==> config.mk <==
export PLATFORM = sky130hd
export DESIGN_NAME = alarm_sched
export DESIGN_NICKNAME = d
export VERILOG_FILES = /design/src/rtl/alarm_sched.sv
export SDC_FILE = /design/constraint.sdc
export NUM_CORES = 1
export LEC_CHECK = 0
export ABC_AREA = 0
export ABC_CLOCK_PERIOD_IN_PS = 1900
export BUFFER_PORTS_ARGS = -buffer_cell sky130_fd_sc_hd__buf_2
export CAP_MARGIN = 20
export CORE_MARGIN = 2
export CORE_UTILIZATION = 44
export CTS_CLUSTER_SIZE = 12
export DETAILED_ROUTE_END_ITERATION = 8
export PLACE_DENSITY = 0.59
export SLEW_MARGIN = 20
export SYNTH_ARGS = -nofsm -noshare
export SYNTH_HDL_FRONTEND = slang
export SYNTH_SLANG_ARGS = --single-unit
==> constraint.sdc <==
create_clock -name CLK -period 1.9 [get_ports CLK]
set_input_delay 0.285 -clock CLK [delete_from_list [all_inputs] [get_ports CLK]]
set_output_delay 0.285 -clock CLK [all_outputs]
set_load 0.05 [all_outputs]
==> src/rtl/alarm_sched.sv <==
// alarm_sched: fixed-priority buzzer scheduler for three alarm sources.
// jamErr and allFull are level requests; batchDone is a one-shot that plays
// DONE_BEEPS on-beats. The operator can silence a level alarm until its request
// drops, or dismiss a pending done. Music gates the external CLK_1 tone with the
// beat pattern of the granted source.
module alarm_sched #(
    parameter int BEAT_DIV   = 25000000,
    parameter int DONE_BEEPS = 3
) (
    input  logic       CLK,
    input  logic       RST,
    input  logic       CLK_1,
    input  logic       jamErr,
    input  logic       allFull,
    input  logic       batchDone,
    input  logic       ack,
    output logic       Music,
    output logic [1:0] srcId,
    output logic       busy
);

    localparam int              CW         = (BEAT_DIV > 1) ? $clog2(BEAT_DIV) : 1;
    localparam logic [CW-1:0]   BEAT_LAST  = CW'(BEAT_DIV - 1);
    localparam logic [3:0]      BEEPS_LAST = 4'(DONE_BEEPS);

    localparam logic [1:0] SRC_NONE = 2'b00;
    localparam logic [1:0] SRC_JAM  = 2'b01;
    localparam logic [1:0] SRC_FULL = 2'b10;
    localparam logic [1:0] SRC_DONE = 2'b11;

    typedef enum logic {
        IDLE = 1'b0,
        PLAY = 1'b1
    } state_t;

    state_t        state;
    logic [CW-1:0] beatCnt;
    logic          phase;
    logic [3:0]    doneBeeps;
    logic          donePend;
    logic          muteJam;
    logic          muteFull;

    logic          jamElig;
    logic          fullElig;
    logic          doneElig;
    logic [1:0]    grant;
    logic          grantChg;
    logic          beatEnd;
    logic          strobe;
    logic          doneFinish;
    logic          toneOn;

    // Eligibility, fixed-priority arbitration and beat/tone decode from current state
    always_comb begin
        jamElig  = jamErr & ~muteJam;
        fullElig = allFull & ~muteFull;
        doneElig = donePend;

        grant = SRC_NONE;
        if (jamElig)
            grant = SRC_JAM;
        else if (fullElig)
            grant = SRC_FULL;
        else if (doneElig)
            grant = SRC_DONE;

        grantChg = (grant != srcId);
        beatEnd  = (beatCnt == BEAT_LAST);
        // A grant change restarts the beat, so it never also counts as a strobe.
        strobe   = (state == PLAY) && !grantChg && beatEnd;

        // The done sequence ends on the off-beat strobe after the last on-beat.
        doneFinish = strobe && (srcId == SRC_DONE) && phase && (doneBeeps == BEEPS_LAST);

        // The granted source still holds the grant for one edge after being
        // muted, dismissed or completed; gating on those flags keeps that tail
        // cycle silent instead of emitting a one-cycle blip.
        toneOn = 1'b0;
        case (srcId)
            SRC_JAM:  toneOn = ~muteJam;
            SRC_FULL: toneOn = ~phase & ~muteFull;
            SRC_DONE: toneOn = ~phase & donePend;
            default:  toneOn = 1'b0;
        endcase
    end

    // IDLE/PLAY FSM with registered grant outputs and the beat timebase
    always_ff @(posedge CLK) begin
        if (RST) begin
            state     <= IDLE;
            srcId     <= SRC_NONE;
            busy      <= 1'b0;
            Music     <= 1'b0;
            beatCnt   <= '0;
            phase     <= 1'b0;
            doneBeeps <= 4'd0;
        end else begin
            srcId <= grant;
            busy  <= (grant != SRC_NONE);
            Music <= CLK_1 & toneOn;

            case (state)
                IDLE:    if (grant != SRC_NONE) state <= PLAY;
                PLAY:    if (grant == SRC_NONE) state <= IDLE;
                default: state <= IDLE;
            endcase

            if (grantChg) begin
                // New owner (or release) always starts from the top of an on-beat.
                beatCnt   <= '0;
                phase     <= 1'b0;
                doneBeeps <= 4'd0;
            end else if (state == PLAY) begin
                if (beatEnd) begin
                    beatCnt <= '0;
                    phase   <= ~phase;
                    // Only the done sequence needs its on-beats counted.
                    if ((srcId == SRC_DONE) && !phase)
                        doneBeeps <= doneBeeps + 4'd1;
                end else begin
                    beatCnt <= beatCnt + 1'b1;
                end
            end
        end
    end

    // Mute flags and the single-entry done latch
    always_ff @(posedge CLK) begin
        if (RST) begin
            donePend <= 1'b0;
            muteJam  <= 1'b0;
            muteFull <= 1'b0;
        end else begin
            // A dropped request re-arms its alarm; that wins over a same-cycle ack.
            if (!jamErr)
                muteJam <= 1'b0;
            else if (ack && (srcId == SRC_JAM))
                muteJam <= 1'b1;

            if (!allFull)
                muteFull <= 1'b0;
            else if (ack && (srcId == SRC_FULL))
                muteFull <= 1'b1;

            // A fresh pulse beats a same-cycle completion or dismissal.
            if (batchDone)
                donePend <= 1'b1;
            else if ((ack && (srcId == SRC_DONE)) || doneFinish)
                donePend <= 1'b0;
        end
    end

endmodule

==> results of run 1 <==
stage by stage:
step | util, % | instances | power, W | cell area, um2
after floorplan | - | 231 | 0.000929 | 2120
after global placement | 48.7 | 300 | 0.000961 | 2280
after detailed placement | 48.7 | 300 | 0.000962 | 2280
after CTS | 51.0 | 310 | 0.00153 | 2390
after global routing | 51.2 | 310 | 0.00157 | 2400
final | 51.2 | 310 | 0.00152 | 2400
cells in the final DEF (no fill, tap or decap), drive strengths merged, types with 6 or more instances in the layout:
cell,instances
clkbuf,7
or3,9
and3,9
dfxtp,38
and4,6
nand4,13
a21oi,9
a211oi,14
nand2,7
nor3,11
inv,6
o21ai,16
buf,28
nand3,13
area by class of cell:
class	count	area, um2	area share [%]
flip-flops and latches	38	767	31.9
well taps	54	67.6	2.81
inverters	6	22.5	0.937
clock inverters	1	5.00	0.208
clock buffers	7	86.3	3.59
repair buffers	28	198	8.22
multi-input cells	176	1260	52.3
routing by layer:
metal	share of wire (%)	routed length, um	vias up	track usage (%)
met5	0	0	-	0
met4	0.89	41	0	6.06
met3	3.0	140	5	2.88
met2	46	2120	22	30.8
met1	50	2300	854	26.4
li1	-	-	942	-
worst paths after layout:
kind	to	slack [ns]	cells after the start
setup / recovery	beatCnt[15]$_SDFFE_PP0P_	0.10	5
setup reg to reg	beatCnt[15]$_SDFFE_PP0P_	0.10	5
hold reg to reg	doneBeeps[1]$_SDFFE_PP0P_	0.50	2
hold / removal	muteJam$_SDFFE_PP0P_	0.27	2
cells by family (layout without fill, tap and decap cells):
| family | count (synthesis) | count (layout) | share of synthesized area, % |
|---|---|---|---|
| and+or+nand+nor | 109 | 109 | 34.9 |
| AOI/OAI and AO/OA | 54 | 54 | 18.1 |
| DFF | 38 | 38 | 35.9 |
| buffers and inverters | 17 | 42 | 5.20 |
| xor gates and xnor gates | 9 | 9 | 3.72 |
| adders and majority gates | 2 | 2 | 1.18 |
| muxes | 2 | 2 | 0.946 |
registers in the layout (all words and copies together) (netlist names):
signal	flops
Music	1
srcId	2
muteJam	1
doneElig	1
muteFull	1
beatCnt	25
phase	1
doneBeeps	4
state	1
busy	1
what timing repair did:
item | 4_1_cts | 5_1_grt
pin swaps | 1 | 0
buffers inserted | 2 | 0
gates resized for setup | 0 | 4
endpoints found under the setup margin | 1 | 4
power by group:
group	switching [W]	total (W)	leakage, nW	internal [W]
logic	0.0000755	0.000125	0.404	0.0000495
registers	0.0000117	0.000818	0.309	0.000806
clock network	0.000280	0.000573	0.0482	0.000293
total	0.000367	0.00152	0.761	0.00115
==> impl_metrics.tcl, run 1 <==
set metrics [dict create \
    grt_max_degree 29 \
    syn_inst 231 \
    fin_nets 264 \
    status "complete, no violations" \
    start_util_pct 45.1 \
    drive_above_1_share_pct 25.0 \
    synth_top_area_share_pct 35.9 \
    layout_min_cycle_time_ns 1.80 \
    yosysUniqueCellTypes 48 \
    cts_max_path_buffers 2 \
    clk_pin_slew_ns 0.08 \
    startpoint "srcId[0]$_SDFF_PP0_" \
    routabilityCongestion 0.789 \
    arrival_ns 2.00 \
    antenna_found_initial 0 \
    fin_setup_tns_ns 0 \
    clockRootBuffer "clkbuf_8" \
    skew_ns 0.0124 \
    pin_count 11 \
    synth-async-reset-ratio_pct 0 \
    insertion_delay_ns 0.29 \
    vias 1823 \
    end_kind "flip-flop" \
    grt_overflow 0 \
    synth_seq_cells 38 \
    hold_buffers 0 \
    holdWs_ns 0.274 \
    ys_warn_count 0 \
    rows 25 \
    synth_top_area_cell "dfxtp_1" \
    grt_pass1_vias 1766 \
    die_w_um 73.4 \
    drtIter0Drc 118 \
    grt.total_usage_pct 19.1 \
    synth_edf_count 0 \
    die_y_um 73.4 \
    synth_area_leaders "dfxtp_1 (36%), nand4_1 (3.8%), o21ai_0 (3.8%)" \
    yosysMostFrequentCell "dfxtp_1" \
    via_per_inst 5.88 \
    worst_slack_ns 0.102 \
    cts_tree "done" \
    rsz0062_at_grt "no" \
    ant_nets 0 \
    tightest_slew_ns 0.358 \
    post-place-ws_ns 0.00630 \
    min_period_over_period_pct 94.6 \
    cp_max_fo 28 \
    fmax_mhz 556 \
    syn_to_final_growth_pct 13.5 \
    ys_top_cells_by_count "dfxtp_1 (38), o21ai_0 (16), nand3_1 (13), nand4_1 (13)" \
    dr.pass1.iters 4 \
    r2r-start "srcId[0]$_SDFF_PP0_" \
    cts_buffers 5 \
    synth.avg_cell_area_um2 9.16 \
    min_from "jamErr" \
    power_density_nw_per_um2 631 \
    crit_family "simple AND/OR/NAND/NOR gates" \
    holdCritPathClass "in -> reg" \
    core-area_um2 4690 \
    drv_cap 0 \
    grt_pass1_wl_um 8110 \
    critPathMaxStageDelay_ns 0.53 \
    synth_fp_nets 240 \
    crit_chain "or4_4, a211oi_4, nor2_4, buf_12, a211oi_1" \
    synthFlopType "dfxtp_1" \
    path_class "reg -> reg" \
    cp.required_ns 2.10 \
    yosysSeqAreaShare_pct 35.9 \
    setup_viol 0 \
    drc_errors 0 \
    num_antenna_cells 0 \
    ir_worst_vdd_mv 0.313 \
    maxSlewHeadroom_pct 75.8 \
    worst-path-buf-inv 1 \
    drv_slew 0 \
    crit_slowest_cell "or4_4" \
    cp-start-kind "flip-flop" \
    mappedNetlistArea_um2 2120 \
    p_leak_nw 0.761 \
    cts_sinks 38 \
    numPortBuffers 10 \
    hpwl_um 3370 \
    num-fill-cells 479 \
    htreeDepth 2 \
    die_area_um2 5380 \
    drt-total-wl_um 4590 \
    finalHoldViolations 0 \
    route.detailed.wl_per_inst_um 14.8 \
]
(Power assumes the default switching activity.)
==> run 2, diff against run 1 <==
--- a/config.mk
+++ b/config.mk
@@ -16,2 +16,3 @@
 export PLACE_DENSITY = 0.59
+export SKIP_CTS_REPAIR_TIMING = 1
 export SLEW_MARGIN = 20
==> constraint.sdc (replaced) <==
create_clock -name CLK -period 1.9 [get_ports CLK]
set_input_delay 0.095 -clock CLK [delete_from_list [all_inputs] [get_ports CLK]]
set_output_delay 0.095 -clock CLK [all_outputs]
set_load 0.05 [all_outputs]
==> run 2 against run 1 <==
- die area is the same
- clock power grew 18%
- clock skew shrank 0.0010 ns
- via count grew 1.7%
- worst setup slack lost 0.035 ns
- core utilization is the same
- sequential cell count is the same
- hold slack lost 0.21 ns
- wire length grew 6.5%
- critical path type unchanged
==> impl_metrics.tcl, run 2 (synthesis gave the netlist of run 1 again) <==
set metrics [dict create \
    drt-total-wl_um 4890 \
    arrival_ns 2.05 \
    grt.total_usage_pct 18.8 \
    setup_viol 0 \
    ff2ff_path_depth 5 \
    num_antenna_cells 0 \
    cts_tree "done" \
    critPathMaxStageDelay_ns 0.49 \
    power_w 0.00162 \
    insertion_delay_ns 0.30 \
    min_from "CLK_1" \
    status "complete, no violations" \
    finalHoldViolations 0 \
    antenna_found_initial 0 \
    via_per_inst 6.02 \
    route.detailed.wl_per_inst_um 15.9 \
    cts_sinks 38 \
    maxSlewHeadroom_pct 50.3 \
    final_common_cell "dfxtp_1" \
    die_w_um 73.4 \
    rows 25 \
    hpwl_um 3400 \
    cts_max_path_buffers 2 \
    fin_nets 262 \
    worst-path-stages 5 \
    cts_buffers 5 \
    drtIter0Drc 105 \
    worst_slack_ns 0.0663 \
    regMostFlops "beatCnt" \
    numPortBuffers 10 \
    holdCritPathClass "in -> reg" \
    pin_count 11 \
    cp_max_fo 7 \
    core-area_um2 4690 \
    die_area_um2 5380 \
    dpl-instance-area_um2 2260 \
    min_period_over_period_pct 96.5 \
    clk_pin_slew_ns 0.08 \
    crit_chain "ha_2, and4_4, nand4_1, or4_4, a211oi_2" \
    fin_cells 308 \
    largest_reg_flops 25 \
    grt_pass1_vias 1553 \
    drv_slew 0 \
    r2r-start "beatCnt[1]$_SDFFE_PP0P_" \
    rsz0062_at_grt "no" \
    cp-start-kind "flip-flop" \
    die_y_um 73.4 \
    cp.required_ns 2.12 \
    fmax_mhz 545 \
    start_util_pct 45.1 \
    vias 1854 \
    final_cell_mix "dfxtp_1 (36), o21ai_0 (16), buf_4 (15)" \
    reg2reg_setup_slack_ns 0.07 \
    crit_slowest_cell "or4_4" \
    syn_to_final_growth_pct 13.5 \
    stdcell_area_um2 2400 \
    post-place-ws_ns 0.0708 \
    end_kind "flip-flop" \
    routabilityCongestion 0.785 \
    startpoint "beatCnt[1]$_SDFFE_PP0P_" \
    skew_ns 0.0114 \
    layout_min_cycle_time_ns 1.83 \
    ant_nets 0 \
    clockRootBuffer "clkbuf_8" \
    dp.cells 298 \
    grt_pass1_wl_um 7740 \
    tightest_slew_ns 0.744 \
    dr.pass1.iters 4 \
    drc_errors 0 \
    largestRegisters "beatCnt: 25 flops, doneBeeps: 4 flops, srcId: 2 flops" \
    path_class "reg -> reg" \
    drv_cap 0 \
    fin_setup_tns_ns 0 \
    grt_max_degree 29 \
    crit_family "simple AND/OR/NAND/NOR gates" \
    p_leak_nw 0.750 \
    htreeDepth 2 \
    drive_above_1_share_pct 24.0 \
    worst-path-buf-inv 0 \
    holdPathStages 2 \
    ir_worst_vdd_mv 0.347 \
    crit_end "beatCnt[20]$_SDFFE_PP0P_" \
    power_density_nw_per_um2 673 \
    grt_overflow 0 \
    r2r-end "beatCnt[20]$_SDFFE_PP0P_" \
]
-- run 2: per-layer routing --
layer | vias up | part of all wire [%] | global-route usage, %
met4 | 0 | 1.4 | 6.06
li1 | 936 | - | -
met3 | 7 | 3.4 | 4.94
met5 | - | 0 | 0
met1 | 887 | 50 | 26.5
met2 | 24 | 45 | 27.8
-- run 2: layout make-up --
| type | instances | area, um2 |
|---|---|---|
| fill | 445 | 2290 |
| multi-input combinational | 177 | 1280 |
| sequential | 38 | 766 |
| timing repair buffer | 25 | 163 |
| clock buffer | 7 | 76.3 |
| tap | 54 | 67.6 |
| clock inverter | 1 | 30.0 |
| inverter | 6 | 22.5 |
-- run 2: how the worst min path moves through the flow --
| stage | to | slack (ns) |
|---|---|---|
| 2_1_floorplan | Music$_SDFF_PP0_ | 0.26 |
| 3_3_place_gp | Music$_SDFF_PP0_ | 0.37 |
| 3_5_place_dp | Music$_SDFF_PP0_ | 0.37 |
| 4_1_cts | Music$_SDFF_PP0_ | 0.05 |
| 5_1_grt | Music$_SDFF_PP0_ | 0.05 |
| 6_report | Music$_SDFF_PP0_ | 0.06 |
-- run 2: power by group --
part,internal (W),total (W),switching [W]
combinational,0.0000441,0.000124,0.0000795
sequential,0.000806,0.000818,0.0000113
clock,0.000393,0.000677,0.000284
-- run 2: through the flow --
stage / hold slack (ns) / util (%)
2_1_floorplan: 0.260 / -
3_3_place_gp: 0.367 / 48.1
3_5_place_dp: 0.369 / 48.1
4_1_cts: 0.0508 / 50.4
5_1_grt: 0.0543 / 51.2
6_report: 0.0622 / 51.2
